**config.mk**
```make
export PLATFORM = sky130hd
export DESIGN_NAME = multicycle_ctrl
export DESIGN_NICKNAME = d
export VERILOG_FILES = /design/src/rtl/multicycle_ctrl.sv
export SDC_FILE = /design/constraint.sdc
export NUM_CORES = 1
export LEC_CHECK = 0
export ABC_AREA = 0
export BUFFER_PORTS_ARGS = -buffer_cell sky130_fd_sc_hd__clkbuf_2
export CORE_MARGIN = 2
export CORE_UTILIZATION = 25
export CTS_CLUSTER_SIZE = 16
export DETAILED_ROUTE_END_ITERATION = 12
export PLACE_DENSITY = 0.49
export SYNTH_ARGS = -nofsm -noshare
export SYNTH_HDL_FRONTEND = slang
export SYNTH_SLANG_ARGS = --single-unit
```
**constraint.sdc**
```tcl
create_clock -name clk -period 3.6 [get_ports clk]
set_input_delay 0.36 -clock clk [delete_from_list [all_inputs] [get_ports clk]]
set_output_delay 0.36 -clock clk [all_outputs]
set_load 0.005 [all_outputs]
```
**src/rtl/multicycle_ctrl.sv**
```systemverilog
`default_nettype none
// ============================================================================
//  Module  : multicycle_ctrl
//  Brief   : Per-instruction sequencer for the multicycle RV32I core
//            (lw, sw, R-type, I-type ALU, beq, jal) with memory stall handshake.
//  Revision: 1.0 - initial release
// ============================================================================
module multicycle_ctrl #(
  parameter int RET_W = 32
) (
  input  logic             clk,
  input  logic             reset,
  input  logic [6:0]       op,
  input  logic [2:0]       funct3,
  input  logic             funct7b5,
  input  logic             zero,
  input  logic             mem_ready,
  output logic             pc_write,
  output logic             adr_src,
  output logic             mem_write,
  output logic             ir_write,
  output logic [1:0]       result_src,
  output logic [1:0]       alu_src_a,
  output logic [1:0]       alu_src_b,
  output logic [2:0]       alu_control,
  output logic [1:0]       imm_src,
  output logic             reg_write,
  output logic             illegal_instr,
  output logic [RET_W-1:0] retired
);

  typedef enum logic [3:0] {
    FETCH    = 4'd0,
    DECODE   = 4'd1,
    MEMADR   = 4'd2,
    MEMREAD  = 4'd3,
    MEMWB    = 4'd4,
    MEMWRITE = 4'd5,
    EXECR    = 4'd6,
    EXECI    = 4'd7,
    ALUWB    = 4'd8,
    BEQ      = 4'd9,
    JAL      = 4'd10
  } state_t;

  localparam logic [6:0] OP_LW   = 7'b0000011;
  localparam logic [6:0] OP_SW   = 7'b0100011;
  localparam logic [6:0] OP_R    = 7'b0110011;
  localparam logic [6:0] OP_I    = 7'b0010011;
  localparam logic [6:0] OP_BEQ  = 7'b1100011;
  localparam logic [6:0] OP_JAL  = 7'b1101111;

  localparam logic [2:0] ALU_ADD = 3'b000;
  localparam logic [2:0] ALU_SUB = 3'b001;
  localparam logic [2:0] ALU_AND = 3'b010;
  localparam logic [2:0] ALU_OR  = 3'b011;
  localparam logic [2:0] ALU_SLT = 3'b101;

  state_t     state;
  state_t     next_state;
  logic       wb_en;
  logic       op_known;
  logic       retire;
  logic [2:0] funct_alu;

  // Opcodes the sequencer knows how to execute.
  always_comb begin
    op_known = 1'b0;
    case (op)
      OP_LW, OP_SW, OP_R, OP_I, OP_BEQ, OP_JAL: op_known = 1'b1;
      default:                                  op_known = 1'b0;
    endcase
  end

  // Register-register subtract only when both op[5] and funct7[5] are set.
  always_comb begin
    funct_alu = ALU_ADD;
    case (funct3)
      3'b000:  funct_alu = ({op[5], funct7b5} == 2'b11) ? ALU_SUB : ALU_ADD;
      3'b010:  funct_alu = ALU_SLT;
      3'b110:  funct_alu = ALU_OR;
      3'b111:  funct_alu = ALU_AND;
      default: funct_alu = ALU_ADD;
    endcase
  end

  always_comb begin
    imm_src = 2'b00;
    case (op)
      OP_SW:   imm_src = 2'b01;
      OP_BEQ:  imm_src = 2'b10;
      OP_JAL:  imm_src = 2'b11;
      default: imm_src = 2'b00;
    endcase
  end

  always_comb begin
    next_state = FETCH;
    case (state)
      FETCH:    next_state = mem_ready ? DECODE : FETCH;
      DECODE: begin
        case (op)
          OP_LW, OP_SW: next_state = MEMADR;
          OP_R:         next_state = EXECR;
          OP_I:         next_state = EXECI;
          OP_BEQ:       next_state = BEQ;
          OP_JAL:       next_state = JAL;
          default:      next_state = FETCH;
        endcase
      end
      MEMADR:   next_state = op[5] ? MEMWRITE : MEMREAD;
      MEMREAD:  next_state = mem_ready ? MEMWB : MEMREAD;
      MEMWB:    next_state = FETCH;
      MEMWRITE: next_state = mem_ready ? FETCH : MEMWRITE;
      EXECR:    next_state = ALUWB;
      EXECI:    next_state = ALUWB;
      ALUWB:    next_state = FETCH;
      BEQ:      next_state = FETCH;
      JAL:      next_state = ALUWB;
      default:  next_state = FETCH;
    endcase
  end

  // JAL -> ALUWB is not a retirement; the following ALUWB -> FETCH edge is.
  assign retire = (state == MEMWB) || (state == ALUWB) || (state == BEQ) ||
                  ((state == MEMWRITE) && mem_ready);

  // Datapath selects are registered from the state being entered, so they are
  // glitch-free Moore outputs of the current state.
  always_ff @(posedge clk) begin
    if (reset) begin
      state       <= FETCH;
      retired     <= '0;
      adr_src     <= 1'b0;
      result_src  <= 2'b10;
      alu_src_a   <= 2'b00;
      alu_src_b   <= 2'b10;
      alu_control <= ALU_ADD;
      wb_en       <= 1'b0;
    end else begin
      state <= next_state;
      if (retire) begin
        retired <= retired + RET_W'(1);
      end
      adr_src     <= 1'b0;
      result_src  <= 2'b00;
      alu_src_a   <= 2'b00;
      alu_src_b   <= 2'b00;
      alu_control <= ALU_ADD;
      wb_en       <= 1'b0;
      case (next_state)
        FETCH: begin
          result_src <= 2'b10;
          alu_src_b  <= 2'b10;
        end
        DECODE: begin
          alu_src_a <= 2'b01;
          alu_src_b <= 2'b01;
        end
        MEMADR: begin
          alu_src_a <= 2'b10;
          alu_src_b <= 2'b01;
        end
        MEMREAD:  adr_src <= 1'b1;
        MEMWB: begin
          result_src <= 2'b01;
          wb_en      <= 1'b1;
        end
        MEMWRITE: adr_src <= 1'b1;
        EXECR: begin
          alu_src_a   <= 2'b10;
          alu_control <= funct_alu;
        end
        EXECI: begin
          alu_src_a   <= 2'b10;
          alu_src_b   <= 2'b01;
          alu_control <= funct_alu;
        end
        ALUWB:    wb_en <= 1'b1;
        BEQ: begin
          alu_src_a   <= 2'b10;
          alu_control <= ALU_SUB;
        end
        JAL: begin
          alu_src_a <= 2'b01;
          alu_src_b <= 2'b10;
        end
        default: begin
          result_src <= 2'b10;
          alu_src_b  <= 2'b10;
        end
      endcase
    end
  end

  // Architectural enables are suppressed while reset is high so an abandoned
  // instruction can never commit.
  always_comb begin
    pc_write      = 1'b0;
    ir_write      = 1'b0;
    mem_write     = 1'b0;
    reg_write     = 1'b0;
    illegal_instr = 1'b0;
    if (!reset) begin
      ir_write      = (state == FETCH) && mem_ready;
      pc_write      = ((state == FETCH) && mem_ready) ||
                      ((state == BEQ) && zero) ||
                      (state == JAL);
      mem_write     = (state == MEMWRITE);
      reg_write     = wb_en;
      illegal_instr = (state == DECODE) && !op_known;
    end
  end

endmodule
`default_nettype wire
```
Word level (Yosys, flattened, before mapping):

Index checks and enable logic that the tools add are counted.

* input bits: 15
* output and inout port bits: 49
* register bits: 47
* word-level logic and storage cells: 83

* reductions and logical operators: 23
* eq/ne operators: 30
* $add $sub $neg: 1
* multiplexer cells: 21

Operator list (count)
* adder 32 x 1 -> 32 bit, second input constant: 1
* equality test 4 x 3 -> 1 bit, second input constant: 8
* equality test 4 bit, second input constant: 6
* case mux 4 bit (6 select lines): 1
* case mux 4 bit (5 select lines): 1
* equality test 4 x 2 -> 1 bit, second input constant: 4
* equality test 7 x 6 -> 1 bit, second input constant: 2
* equality test 7 bit, second input constant: 2
* case mux 2 bit (2 select lines): 3
* case mux 3 bit (4 select lines): 1
* OR reduction 6 bit: 2
* 2-to-1 mux 1 bit: 10
* OR reduction 2 bit: 5
* 2-to-1 mux 3 bit: 3
* OR reduction 9 bit: 1
* equality test 4 x 1 -> 1 bit, second input constant: 2
* equality test 7 x 2 -> 1 bit, second input constant: 1
* equality test 7 x 5 -> 1 bit, second input constant: 1
* equality test 3 bit, second input constant: 2
* case mux 2 bit (3 select lines): 1
* case mux 3 bit (2 select lines): 1
* OR reduction 3 bit: 2
* logical OR 1 bit: 5
* logical AND 1 bit: 4
* 6 further kinds: 6

Depth between registers and ports, before layout:

* depth after elaboration: 7
* depth in mapped cells: 9
* gate-level depth less buffers: 7

Least setup slack after synthesis:

Ideal clock, no wire load.

* kind: input-to-reg
* from: input port op[3]
* to: register alu_src_b[1]
* setup time: 0.151 ns
* required time: 3.449 ns
* slack: 1.407 ns
* cell stages on the path: 6
* buffers on the path: 0
* data arrival time: 2.042 ns
* cell sequence: or4bb_1 > or4b_4 > o21a_4 > or2_4 > nor2_1 > a2111oi_2

* word-level cells in the longest chain between the ends: 7
* elaborated cells between the ends (all ways): 21
* those cells by class: eq/ne (15); mux (3); reduce/logical (3)

Ends and longest elaborated chain
* start: declaration: RTL line 13 `input logic [6:0] op,`
* equality test 7 x 2 -> 1 bit or equality test 7 x 6 -> 1 bit (tied branches): RTL line 102 `case (op)`
* OR reduction 2 bit: RTL line 102
* case mux 4 bit (5 select lines) (*): RTL line 102
* case mux 4 bit (6 select lines) (*): RTL line 99 `case (state)`
* equality test 4 bit, or another cell as far along: RTL line 151 `case (next_state)`
* OR reduction 6 bit (no line) or OR reduction 3 bit (tied branches)
* case mux 2 bit (2 select lines) (*): RTL line 151
* end signal: assignment: RTL line 148 `alu_src_b <= 2'b00;`
* end signal: assignment: RTL line 154 `alu_src_b <= 2'b10;`
* end signal: assignment: RTL line 158 `alu_src_b <= 2'b01;`
* end: declaration: RTL line 24 `output logic [1:0] alu_src_b,`

Every way passes the cells marked *; elsewhere a longest branch is shown, timed or not.
A chain may end at the register's enable or synchronous reset.

Worst setup path after layout:

* from: register state[1]
* to: register alu_src_b[1]

* word-level cells in the longest chain between the ends: 6
* elaborated cells between the ends (all ways): 22
* those cells by class: eq/ne (16); mux (2); reduce/logical (4)

Ends and longest elaborated chain
* start: declaration: RTL line 59 `state_t state;`
* start signal: assignment: RTL line 141 `state <= next_state;`
* equality test 4 bit or equality test 4 x 3 -> 1 bit (tied branches): RTL line 99
* OR reduction 3 bit (no line)
* case mux 4 bit (6 select lines) (*): RTL line 99
* equality test 4 bit, or another cell as far along: RTL line 151
* OR reduction 6 bit (no line) or OR reduction 3 bit (tied branches)
* case mux 2 bit (2 select lines) (*): RTL line 151

Marked as above.

==> flow_summary.toml <==
[critical_path]
critical_path.most_common_cell = "or4b_4"
cp_cell_sequence = "or4b_4 -> or4b_4 -> o21a_4 -> or2_4 -> nor2_1 -> a2111oi_2"
required_ns = 3.74
crit_type = "reg2reg"
slowest_delay_ns = 0.61
reg2reg_to = "alu_src_b[1]"
r2r_cells = 6
critPathLaunchType = "register"
arrival_ns = 2.51
reg2reg_slack_ns = 1.23
crit_fanout = 16
r2r-start = "state[1]"
endpoint_kind = "register"
crit_slowest_cell = "or4b_4"

[yosys]
synth_top_area_share = 0.413
synth_edf_count = 0
synth.area.top_cells = "dfxtp_1, xor2_1, nor2_1, nand4_1, nand3_1"
syn_avg_cell_area_um2 = 8.56
synth_cells = 266
netlist_area_um2 = 2280
synth_area_leader_cell = "dfxtp_1"
async_flop_share = 0
synth_nets = 282
ys_seq_elements = 47
yosysSeqAreaShare = 0.413
synth.top_cells.by_count = "dfxtp_1, nor2_1, xor2_1"
synth_ff_type = "dfxtp_1"
yosysWarnings = 0
synth_cell_types = 49

[pwr]
pwr_density_cell_nw_per_um2 = 370
p_leak_nw = 1.17
p_comb_frac = 0.051
p_sw_frac = 0.206
internal_power_uw = 822
vdd_drop_max_uv = 232
power_mw = 1.04
power.switching_uw = 213
p_clk_frac = 0.440
pwr-share-seq = 0.508

[clock_tree]
numCtsBuffers = 5
clkSinkCount = 47
cts.clk_slew.worst_paths_ns = 0.08
cts_root_buffer = "clkbuf_8"
cts_hold_buf = 0
clock_latency_ns = 0.30
ctsResizeCount = 0
cts_tree = "built"
post-cts-setup-buffer-count = 0
h-tree-depth = 2
clock_path_buffers = 2

[min_path]
whs_endpoint = "alu_control[2]"
hold_start = "funct3[0]"
whs_path_depth = 2
holdCritPathClass = "in2reg"

[timing]
drv_slew = 0
finalSetupViolations = 0
rsz0062_at_grt = "false"
min_period_ns = 2.37
skew_ns = 0.0137
timing.fmax_mhz = 422
fin_crit_sh = 0.659
worst_pin_slew_ns = 1.05
finalHoldViolations = 0
slew-limit-headroom = 0.302
whs_ns = 0.248
tns_ns = 0

[grt]
grt_pass1_wl_mm = 8.98
grt_max_degree = 50
grt_pass1_vias = 1860
gr-usage-all-layers = 0.112
antenna_found_initial = 0
grt_overflow = 0

[route]
drc_errors = 0
drtPass1Iterations = 4
drtIter0Drc = 112
via_per_inst = 4.77
wirelength_mm = 5.50
final_antenna_net_count = 0
vias = 2053
wl_per_cell_um = 12.8

[placement]
post-place-cells = 422
routabilityCongestion = 0.817
dp_hpwl_mm = 3.96
port_buffers = 63

[final_layout]
layout-drive-gt1-share = 0.261
fillers = 938
final_nets = 337
stdcell_count = 430
diodes = 0
syn2layout_area_growth_pct = 22.9

[floorplan]
die_w_um = 99.4
design.core.area_um2 = 8760
die_y_um = 99.4
die-area_um2 = 9890
std_cell_rows = 34
pin_count = 64
start_util = 0.260

[job]
cap_violations = 0

[outcome]
status = "complete, no violations"
## logic make-up after synthesis
family          after synthesis  synth area share
buf+inv                      24            0.0445
simple gates                136             0.332
xor+xnor                     31             0.119
compound gates               27            0.0857
fa+ha+maj                     1           0.00549
flops                        47             0.413
## routing by layer
| layer | global-route usage | share of wire | up-vias | wire [um] |
|---|---|---|---|---|
| li1 | - | - | 1033 | - |
| met1 | 0.157 | 0.47 | 966 | 2590 |
| met2 | 0.167 | 0.45 | 50 | 2480 |
| met3 | 0.0316 | 0.068 | 4 | 372 |
| met4 | 0.0316 | 0.010 | 0 | 55 |
| met5 | 0 | 0 | - | 0 |
## registers in the layout, summed over array words and instances (netlist names)
signal and count:
alu_src_a 2, alu_control 3, alu_src_b 2, wb_en 1, state 4, retired 32, result_src 2, adr_src 1
## critical path: cells and delay by family (launching register included)
family           cells  cell delay, ns
AO/OA/AOI/OAI        2            0.22
flip-flops           1            0.47
AND/OR/NAND/NOR      4            1.54
## placed cells by master (no fill, tap or decap), drive strengths merged, types with 2 or more instances in the layout
cell,n
nor2,48
dfxtp,47
clkbuf,68
inv,8
nor3,9
nand4,12
or3,2
nand3,14
and4b,2
and3,5
or4b,2
nand2,12
nand2b,6
nand3b,2
xnor2,5
bufinv,2
and2,3
and4,5
a21oi,10
nor4bb,2
o32ai,2
nor2b,2
o21ai,4
a31oi,3
nor4,3
xor2,26
## worst max path at each step
stage	start	to	slack, ns	cells past startpoint
global placement	op[3]	alu_src_b[1]	1.22	7
detailed placement	op[3]	alu_src_b[1]	1.20	7
global route	state[2]	retired[14]	1.08	6
floorplan	op[3]	alu_src_b[1]	1.41	6
finish	state[1]	alu_src_b[1]	1.23	6
CTS	state[1]	alu_src_b[1]	1.23	6
## through the flow
stage / area [um^2] / utilization / setup slack, ns
after floorplan: 2280 / - / 1.41
after global placement: 2660 / 0.304 / 1.22
after detailed placement: 2660 / 0.304 / 1.20
after CTS: 2800 / 0.319 / 1.23
after global routing: 2800 / 0.319 / 1.08
final: 2800 / 0.319 / 1.23
## cell type report
cell class              instances  area [um^2]  area share
clock inverters                 3         67.6      0.0242
inverters                       9         35.0      0.0125
well taps                     108          135      0.0483
repair buffers                 63          315       0.113
flip-flops and latches         47          941       0.336
multi-input cells             195         1230       0.441
clock buffers                   5         68.8      0.0246
## power groups by stage
stage | logic [mW] | registers [mW] | clock network [mW]
5_1_grt | 0.0597 | 0.527 | 0.497
3_5_place_dp | 0.0537 | 0.539 | 0
2_1_floorplan | 0.0320 | 0.537 | 0
6_report | 0.0532 | 0.527 | 0.456
3_3_place_gp | 0.0534 | 0.539 | 0
4_1_cts | 0.0538 | 0.527 | 0.475
(Power assumes the default switching activity.)
